$ cat src/rtl/ga25_sdr_responder.sv
// GA25 graphics-ROM responder: serves toggle requests with 2/4-word 16-bit bursts from a word-wide RAM port.
// Optional one-line 64-bit read buffer enabled by defining GA25_SDR_LINEBUF_EN.
module ga25_sdr_responder #(
   parameter int unsigned       ADDR_W = 25,
   parameter logic [ADDR_W-1:0] BASE   = '0
) (
   input  logic              clk,
   input  logic              reset_n,
   input  logic [ADDR_W-1:0] sdr_addr,
   input  logic              sdr_req,
   input  logic              sdr_64bit,
   output logic [63:0]       sdr_data,
   output logic              sdr_rdy,
   output logic [ADDR_W-1:0] ram_addr,
   output logic              ram_rd,
   input  logic              ram_ack,
   input  logic [15:0]       ram_q,
   output logic              busy
);

   localparam int unsigned TAG_W = ADDR_W - 3;

   typedef enum logic [1:0] {
      IDLE = 2'd0,
      READ = 2'd1,
      DONE = 2'd2
   } state_t;

   state_t            state, state_nxt;
   logic              lvl, lvl_nxt;
   logic              is64, is64_nxt;
   logic [ADDR_W-1:0] a_q, a_nxt;
   logic [ADDR_W-1:0] acc_a, acc_al;
   logic [ADDR_W-1:0] ram_addr_nxt;
   logic [1:0]        cnt, cnt_nxt;
   logic [63:0]       words, words_nxt;
   logic [63:0]       sdr_data_nxt;
   logic              sdr_rdy_nxt, ram_rd_nxt, busy_nxt, last;

`ifdef GA25_SDR_LINEBUF_EN
   logic              lb_valid, lb_valid_nxt;
   logic [TAG_W-1:0]  lb_tag, lb_tag_nxt;
   logic [63:0]       lb_line, lb_line_nxt;
   logic              lb_hit;
`endif

   // State and registered outputs
   always_ff @(posedge clk or negedge reset_n) begin
      if (!reset_n) begin
         state    <= IDLE;
         lvl      <= 1'b0;
         is64     <= 1'b0;
         a_q      <= '0;
         cnt      <= '0;
         words    <= '0;
         sdr_data <= '0;
         sdr_rdy  <= 1'b0;
         ram_addr <= '0;
         ram_rd   <= 1'b0;
         busy     <= 1'b0;
`ifdef GA25_SDR_LINEBUF_EN
         lb_valid <= 1'b0;
         lb_tag   <= '0;
         lb_line  <= '0;
`endif
      end else begin
         state    <= state_nxt;
         lvl      <= lvl_nxt;
         is64     <= is64_nxt;
         a_q      <= a_nxt;
         cnt      <= cnt_nxt;
         words    <= words_nxt;
         sdr_data <= sdr_data_nxt;
         sdr_rdy  <= sdr_rdy_nxt;
         ram_addr <= ram_addr_nxt;
         ram_rd   <= ram_rd_nxt;
         busy     <= busy_nxt;
`ifdef GA25_SDR_LINEBUF_EN
         lb_valid <= lb_valid_nxt;
         lb_tag   <= lb_tag_nxt;
         lb_line  <= lb_line_nxt;
`endif
      end
   end

   // Next-state, burst sequencing and word packing
   always_comb begin
      state_nxt    = state;
      lvl_nxt      = lvl;
      is64_nxt     = is64;
      a_nxt        = a_q;
      cnt_nxt      = cnt;
      words_nxt    = words;
      sdr_data_nxt = sdr_data;
      sdr_rdy_nxt  = sdr_rdy;
      ram_addr_nxt = ram_addr;
      ram_rd_nxt   = ram_rd;
      busy_nxt     = busy;
`ifdef GA25_SDR_LINEBUF_EN
      lb_valid_nxt = lb_valid;
      lb_tag_nxt   = lb_tag;
      lb_line_nxt  = lb_line;
`endif

      // 64b bursts align to 8 bytes, 32b to 4 bytes; sum wraps at ADDR_W
      acc_a  = sdr_addr + BASE;
      acc_al = acc_a & ~ADDR_W'({sdr_64bit, 2'b11});
      last   = is64 ? (cnt == 2'd3) : (cnt == 2'd1);
`ifdef GA25_SDR_LINEBUF_EN
      lb_hit = lb_valid && (lb_tag == acc_a[ADDR_W-1:3]);
`endif

      unique case (state)
         IDLE: begin
            if (sdr_req != sdr_rdy) begin
               lvl_nxt  = sdr_req;
               is64_nxt = sdr_64bit;
               a_nxt    = acc_al;
               cnt_nxt  = 2'd0;
               busy_nxt = 1'b1;
`ifdef GA25_SDR_LINEBUF_EN
               if (lb_hit) begin
                  state_nxt = DONE;
                  words_nxt = sdr_64bit ? lb_line
                                        : {32'h0, (acc_a[2] ? lb_line[63:32] : lb_line[31:0])};
               end else
`endif
               begin
                  state_nxt    = READ;
                  ram_rd_nxt   = 1'b1;
                  ram_addr_nxt = acc_al;
               end
            end
         end
         READ: begin
            if (ram_ack) begin
               words_nxt[{cnt, 4'b0000} +: 16] = ram_q;
               if (last) begin
                  ram_rd_nxt = 1'b0;
                  state_nxt  = DONE;
               end else begin
                  cnt_nxt      = cnt + 2'd1;
                  ram_addr_nxt = a_q + ADDR_W'({cnt_nxt, 1'b0});
               end
            end
         end
         DONE: begin
            sdr_data_nxt = is64 ? words : {32'h0, words[31:0]};
            sdr_rdy_nxt  = lvl;
            busy_nxt     = 1'b0;
            state_nxt    = IDLE;
`ifdef GA25_SDR_LINEBUF_EN
            if (is64) begin
               lb_valid_nxt = 1'b1;
               lb_tag_nxt   = a_q[ADDR_W-1:3];
               lb_line_nxt  = words;
            end
`endif
         end
         default: state_nxt = IDLE;
      endcase
   end

endmodule

$ cat config.mk
export PLATFORM = sky130hd
export DESIGN_NAME = ga25_sdr_responder
export DESIGN_NICKNAME = d
export VERILOG_FILES = /design/src/rtl/ga25_sdr_responder.sv
export SDC_FILE = /design/constraint.sdc
export NUM_CORES = 1
export LEC_CHECK = 0
export ABC_AREA = 1
export CAP_MARGIN = 20
export CORE_UTILIZATION = 55
export CTS_BUF_LIST = sky130_fd_sc_hd__clkbuf_4 sky130_fd_sc_hd__clkbuf_8
export CTS_CLUSTER_DIAMETER = 200
export DETAILED_ROUTE_END_ITERATION = 8
export PLACE_DENSITY_LB_ADDON = 0.1
export SYNTH_ARGS = -nofsm -noshare
export SYNTH_HDL_FRONTEND = slang
export SYNTH_SLANG_ARGS = --single-unit
$ cat constraint.sdc
create_clock -name clk -period 2.6 [get_ports clk]
set_input_delay 0.52 -clock clk [delete_from_list [all_inputs] [get_ports clk]]
set_output_delay 0.52 -clock clk [all_outputs]
set_load 0.005 [all_outputs]
; Word-level counts from Yosys, hierarchy flattened
; Cells that the tools add are included.
; Widths: inputs -> output; s select.
[word_totals]
regBits = 187
out_inout_bits = 92
wordCells = 56
[classes]
n_addsub = 3
eq_ne = 9
n_shift = 2
n_mux = 20
bitwise_logic = 2
reduce_logical = 9
[op_table]
columns = operator, n
row1 = $mux 25, 3
row2 = $bwmux 64, 1
row3 = $mux 64, 1
row4 = $shift 16x8->64 const A, 1
row5 = $shiftx 16x8->64, 1
row6 = $pmux 25 s2, 1
row7 = $add 25x3->25, 1
row8 = $and 25x25->25, 1
row9 = $not 3->25, 1
row10 = $mux 2, 6
row11 = $ne 2x2->1 const B, 4
row12 = $neg 6->8, 1
row13 = $pmux 2 s2, 2
row14 = $reduce_and 4->1, 2
row15 = $reduce_and 2->1, 3
row16 = $eq 2x1->1 const B, 2
row17 = $eq 2x2->1 const B, 2
row18 = $mux 1, 4
row19 = $pmux 1 s2, 2
row20 = $reduce_bool 2->1, 2
row21 = $reduce_and 3->1, 1
row22 = $add 2x1->2 const B, 1
row23 = $logic_not 2->1, 1
row24 = $ne 1x1->1, 1

; Logic depth before layout (Yosys ltp)
[logic_depth]
word_depth = 5
ltp_mapped = 13

; Worst setup path before layout
; No wires, ideal clock.
[synth_path]
kind = flip-flop to flip-flop
startpoint = register cnt[0]
endpoint = register ram_addr[24]
setup_time_ns = 0.116
arrival_ns = 2.035
required_ns = 2.484
slack_ns = 0.449
path_stages_with_launch = 14
path_buffers = 0
period_less_slack_ns = 2.151
path_cell_list = dfrtp_1 inv_2 ha_1 ha_1 ha_1 nand2_1 nor2_2 nand2_1 nor2_1 nand2_1 nand2_1 nand3_1 nand2_1 nand2_1
[synth_between]
elab_chain_len = 5
word_cells_on_any_way = 10
classes_between = add/sub: 2 / eq/ne: 3 / mux: 4 / reduce/logical: 1
[synth_rtl]
columns = element, line_no
row1 = start: declaration, 35  ; logic [1:0] cnt, cnt_nxt;
row2 = start signal: assignment, 71  ; cnt <= cnt_nxt;
row3 = $add 2x1->2, 142  ; cnt_nxt = cnt + 2'd1;
row4 = $add 25x3->25, 143  ; ram_addr_nxt = a_q + ADDR_W'({cnt_nxt, 1'b0});
row5 = $mux 25, 138  ; if (last) begin
row6 = $mux 25, 136  ; if (ram_ack) begin
row7 = $pmux 25 s2, 113  ; unique case (state)
row8 = end signal: assignment, 75  ; ram_addr <= ram_addr_nxt;
row9 = end: declaration, 14  ; output logic [ADDR_W-1:0] ram_addr,
; Several ways; a longest one is shown, not always the timed one. The select of a mux whose other input is x is not followed.
; A chain may end at the register's enable or synchronous reset.

; Worst setup path in the final report
[layout_path]
startpoint = register cnt[1]
endpoint = register ram_addr[18]
; Same word-level chain as after synthesis.

==> run metrics <==
WP data arrival=2.72 ns; sequential-to-total area share from yosys stat=around 56%; Overflow after GRT=0; max-slew violation count=0; final std cells w/o fill=1,261; vias in the first global route=between 6,000 and 7,000; CTS tree=yes; final WL=18,900 um; crit path max-delay cell type=dfrtp_1; FF-to-FF End=ram_addr[18]; Setup CP Type=reg2reg; # IOs=138; routed length per instance=15.0 um; core box area=0.0145 mm2; antenna-violating nets left=0; Leak=0.00479 uW; Syn Inst Count=about 940; Placed Cells=between 1,000 and 1,500; antenna cell count=0; worst reg2reg path depth=13; hold_buf cts=0; Synth Warn #=0; GP Congestion=between 0.8 and 0.9; Clk Latency, worst-skew pair=between 0.4 and 0.5 ns; Seq pwr share=41.3%; crit share post-route=between 90% and 100%; CTS sink cnt=183; crit-path most repeated cell=nand2_1; Int Pwr=around 6900 uW; Worst Hold Class=in2async; worst-path cell chain=inv_1 > ha_1 > ha_1 > ha_1 > nand2_1 > nor2_2 > nand2_2 > inv_1 > nand2_1 > nand2_1 > nand3_1 > nand2_1 > nand2_1; post-CTS setup buffers=0; fmax=about 0.42 GHz; most common cell after layout, fill and taps aside=nand2_1; power per cell area=approximately 1100 mW/mm2; largest net degree at the start of global routing=64; Util after Layout=69.2%; Starting Density=a little under three fifths; ratio of cells with drive above 1 in the final layout=under 10%; DP Wirelength=13,200 um; CP required=2.95 ns; slew at the pin with the worst max-slew slack=0.623 ns; mapped cell area=approximately 0.008 mm2; switching power=4380 uW; WP buf/inv=2; setup violators final=0; Nets=1,118; Die Span Y=123 um; combinational share of power=between 40% and 50%; Netlist cell types=31; DR vias/cell=about 5.3; via count=6,663; Global Route Usage Sum=around a quarter; clock power share=between 15 and 20%; max cap viols=0; CTS H-Tree Depth=4; sw frac=38.9%; Die X=about 120 um; reg2reg start=cnt[1]; initial antenna violation count=0; Syn-to-layout area delta=23.5%; most frequent cells in the layout=nand2_1 (253), dfrtp_1 (183), clkdlybuf4s50_1 (133), o21ai_0 (124), inv_1 (103); Top FF cell, synth=dfrtp_1; status=finished, final reports clean; worst hold slack=0.0295 ns; average cell area after synthesis=about 8.6 um2; global-route wire length before repair=30,400 um; Final Skew=between 0.008 and 0.009 ns; final setup TNS=0 ns; CP endpoint kind=register; Crit Path Max Fanout=6; Hold Fails Final Rpt=0; Net Count, Synth=about 1,000; reg-to-reg slack, setup=between 0.2 and 0.25 ns; ys async rst share=between 90% and 100%; max_slew headroom=58.4%; Setup crit start kind=register; crit-path leading delay family=adder cells; Iteration-0 DRC Markers=a little under 400; drt pass-1 iters=5; number of flops mapped to enable cells by yosys=0; Site Rows=44; Max Root-Sink Buffers=2; root buffer cell=clkbuf_8; Yosys reg bits=approximately 180; Tmin final=~2.4 ns; critical path's largest stage delay=about 0.40 ns; CTS Buf Count=17; I/O Buffers=about 130; RSZ-0062 raised after global routing=false; DRC errors left=0; Peak VDD IR=about 0.00060 V; clk slew on worst S/H paths=~0.090 ns; Die ar.=0.0152 mm2
[final cells by class]
type                            count  area, um2
Sequential cell                   183       4580
Timing Repair Buffer              158       1560
Clock buffer                       23        298
Fill cell                        1201       4460
Inverter                          107        402
Clock inverter                      8       73.8
Tap cell                          184        230
Multi-Input combinational cell    598       2870
[flip-flops by register name, summed over array words and instances, names as in the netlist]
signal	count
sdr_data	64
words	64
a_q	23
ram_addr	23
cnt	2
state	2
busy	1
is64	1
lvl	1
ram_rd	1
sdr_rdy	1
[cell usage after synthesis, types with 6 or more instances]
| master | instances | area, um2 |
|---|---|---|
| dfrtp_1 | 183 | 4580 |
| a21oi_1 | 11 | 55.1 |
| ha_1 | 7 | 87.6 |
| a21oi_2 | 6 | 52.6 |
| nand2_1 | 254 | 953 |
| o21ai_0 | 124 | 621 |
| nand3_1 | 77 | 385 |
| clkbuf_1 | 27 | 101 |
| buf_2 | 18 | 90.1 |
| o31ai_1 | 14 | 105 |
| nor2_1 | 36 | 135 |
| nand4_1 | 34 | 213 |
| inv_1 | 103 | 387 |
| nor2_2 | 7 | 43.8 |
[through the flow]
step / setup WS, ns / power (uW) / cell area [um2]
floorplan: 0.449 / 7510 / 8110
global placement: 0.256 / 9350 / 9640
detailed placement: 0.202 / 9500 / 9640
CTS: 0.175 / 11300 / 10000
global route: 0.00996 / 12200 / 10000
finish: 0.235 / 11300 / 10000
[what timing repair did]
| action | CTS | global route |
|---|---|---|
| resized for setup | 0 | 2 |
| hold endpoints to repair | 0 | 0 |
| endpoints found under the setup margin | 0 | 5 |
[routing by layer]
metal / vias up / GRT usage [%] / routed length [um]
met2: 187 / 42.5 / 9160
met3: 25 / 4.80 / 914
met5: - / 0 / 0
met4: 0 / 8.89 / 343
li1: 3278 / - / -
met1: 3173 / 35.9 / 8450
[kinds of logic (layout without fill, tap and decap cells)]
group / count (synthesis) / in the layout / synth area share [%]
buf+inv: 161 / 296 / 8.19
xor+xnor: 4 / 4 / 0.432
compound gates: 163 / 163 / 10.9
other cells: 1 / 1 / 0.0462
mux: 3 / 3 / 0.416
simple gates: 420 / 420 / 22.5
fa+ha+maj: 7 / 7 / 1.08
flops: 183 / 183 / 56.4
[worst max path at each step]
| stage | startpoint | end | cells past startpoint |
|---|---|---|---|
| 2_1_floorplan | cnt[0] | ram_addr[24] | 13 |
| 3_3_place_gp | cnt[1] | ram_addr[18] | 13 |
| 3_5_place_dp | cnt[1] | ram_addr[24] | 13 |
| 4_1_cts | cnt[1] | ram_addr[24] | 13 |
| 5_1_grt | cnt[1] | ram_addr[22] | 13 |
| 6_report | cnt[1] | ram_addr[18] | 13 |
[power by group through the flow]
stage	registers (uW)	logic, uW	clock network, uW
final	4640	4790	1820
after global routing	4770	5420	1980
after CTS	4640	4830	1860
after detailed placement	4690	4810	0
after global placement	4660	4690	0
after floorplan	4600	2910	0
[worst register-to-register path, stage by stage, from the launching register on]
cell,delay [ns]
dfrtp_1,0.40
inv_1,0.12
ha_1,0.38
ha_1,0.22
ha_1,0.20
nand2_1,0.07
nor2_2,0.21
nand2_2,0.16
inv_1,0.15
nand2_1,0.07
nand2_1,0.05
nand3_1,0.09
nand2_1,0.09
nand2_1,0.05
(Power assumes the default switching activity.)
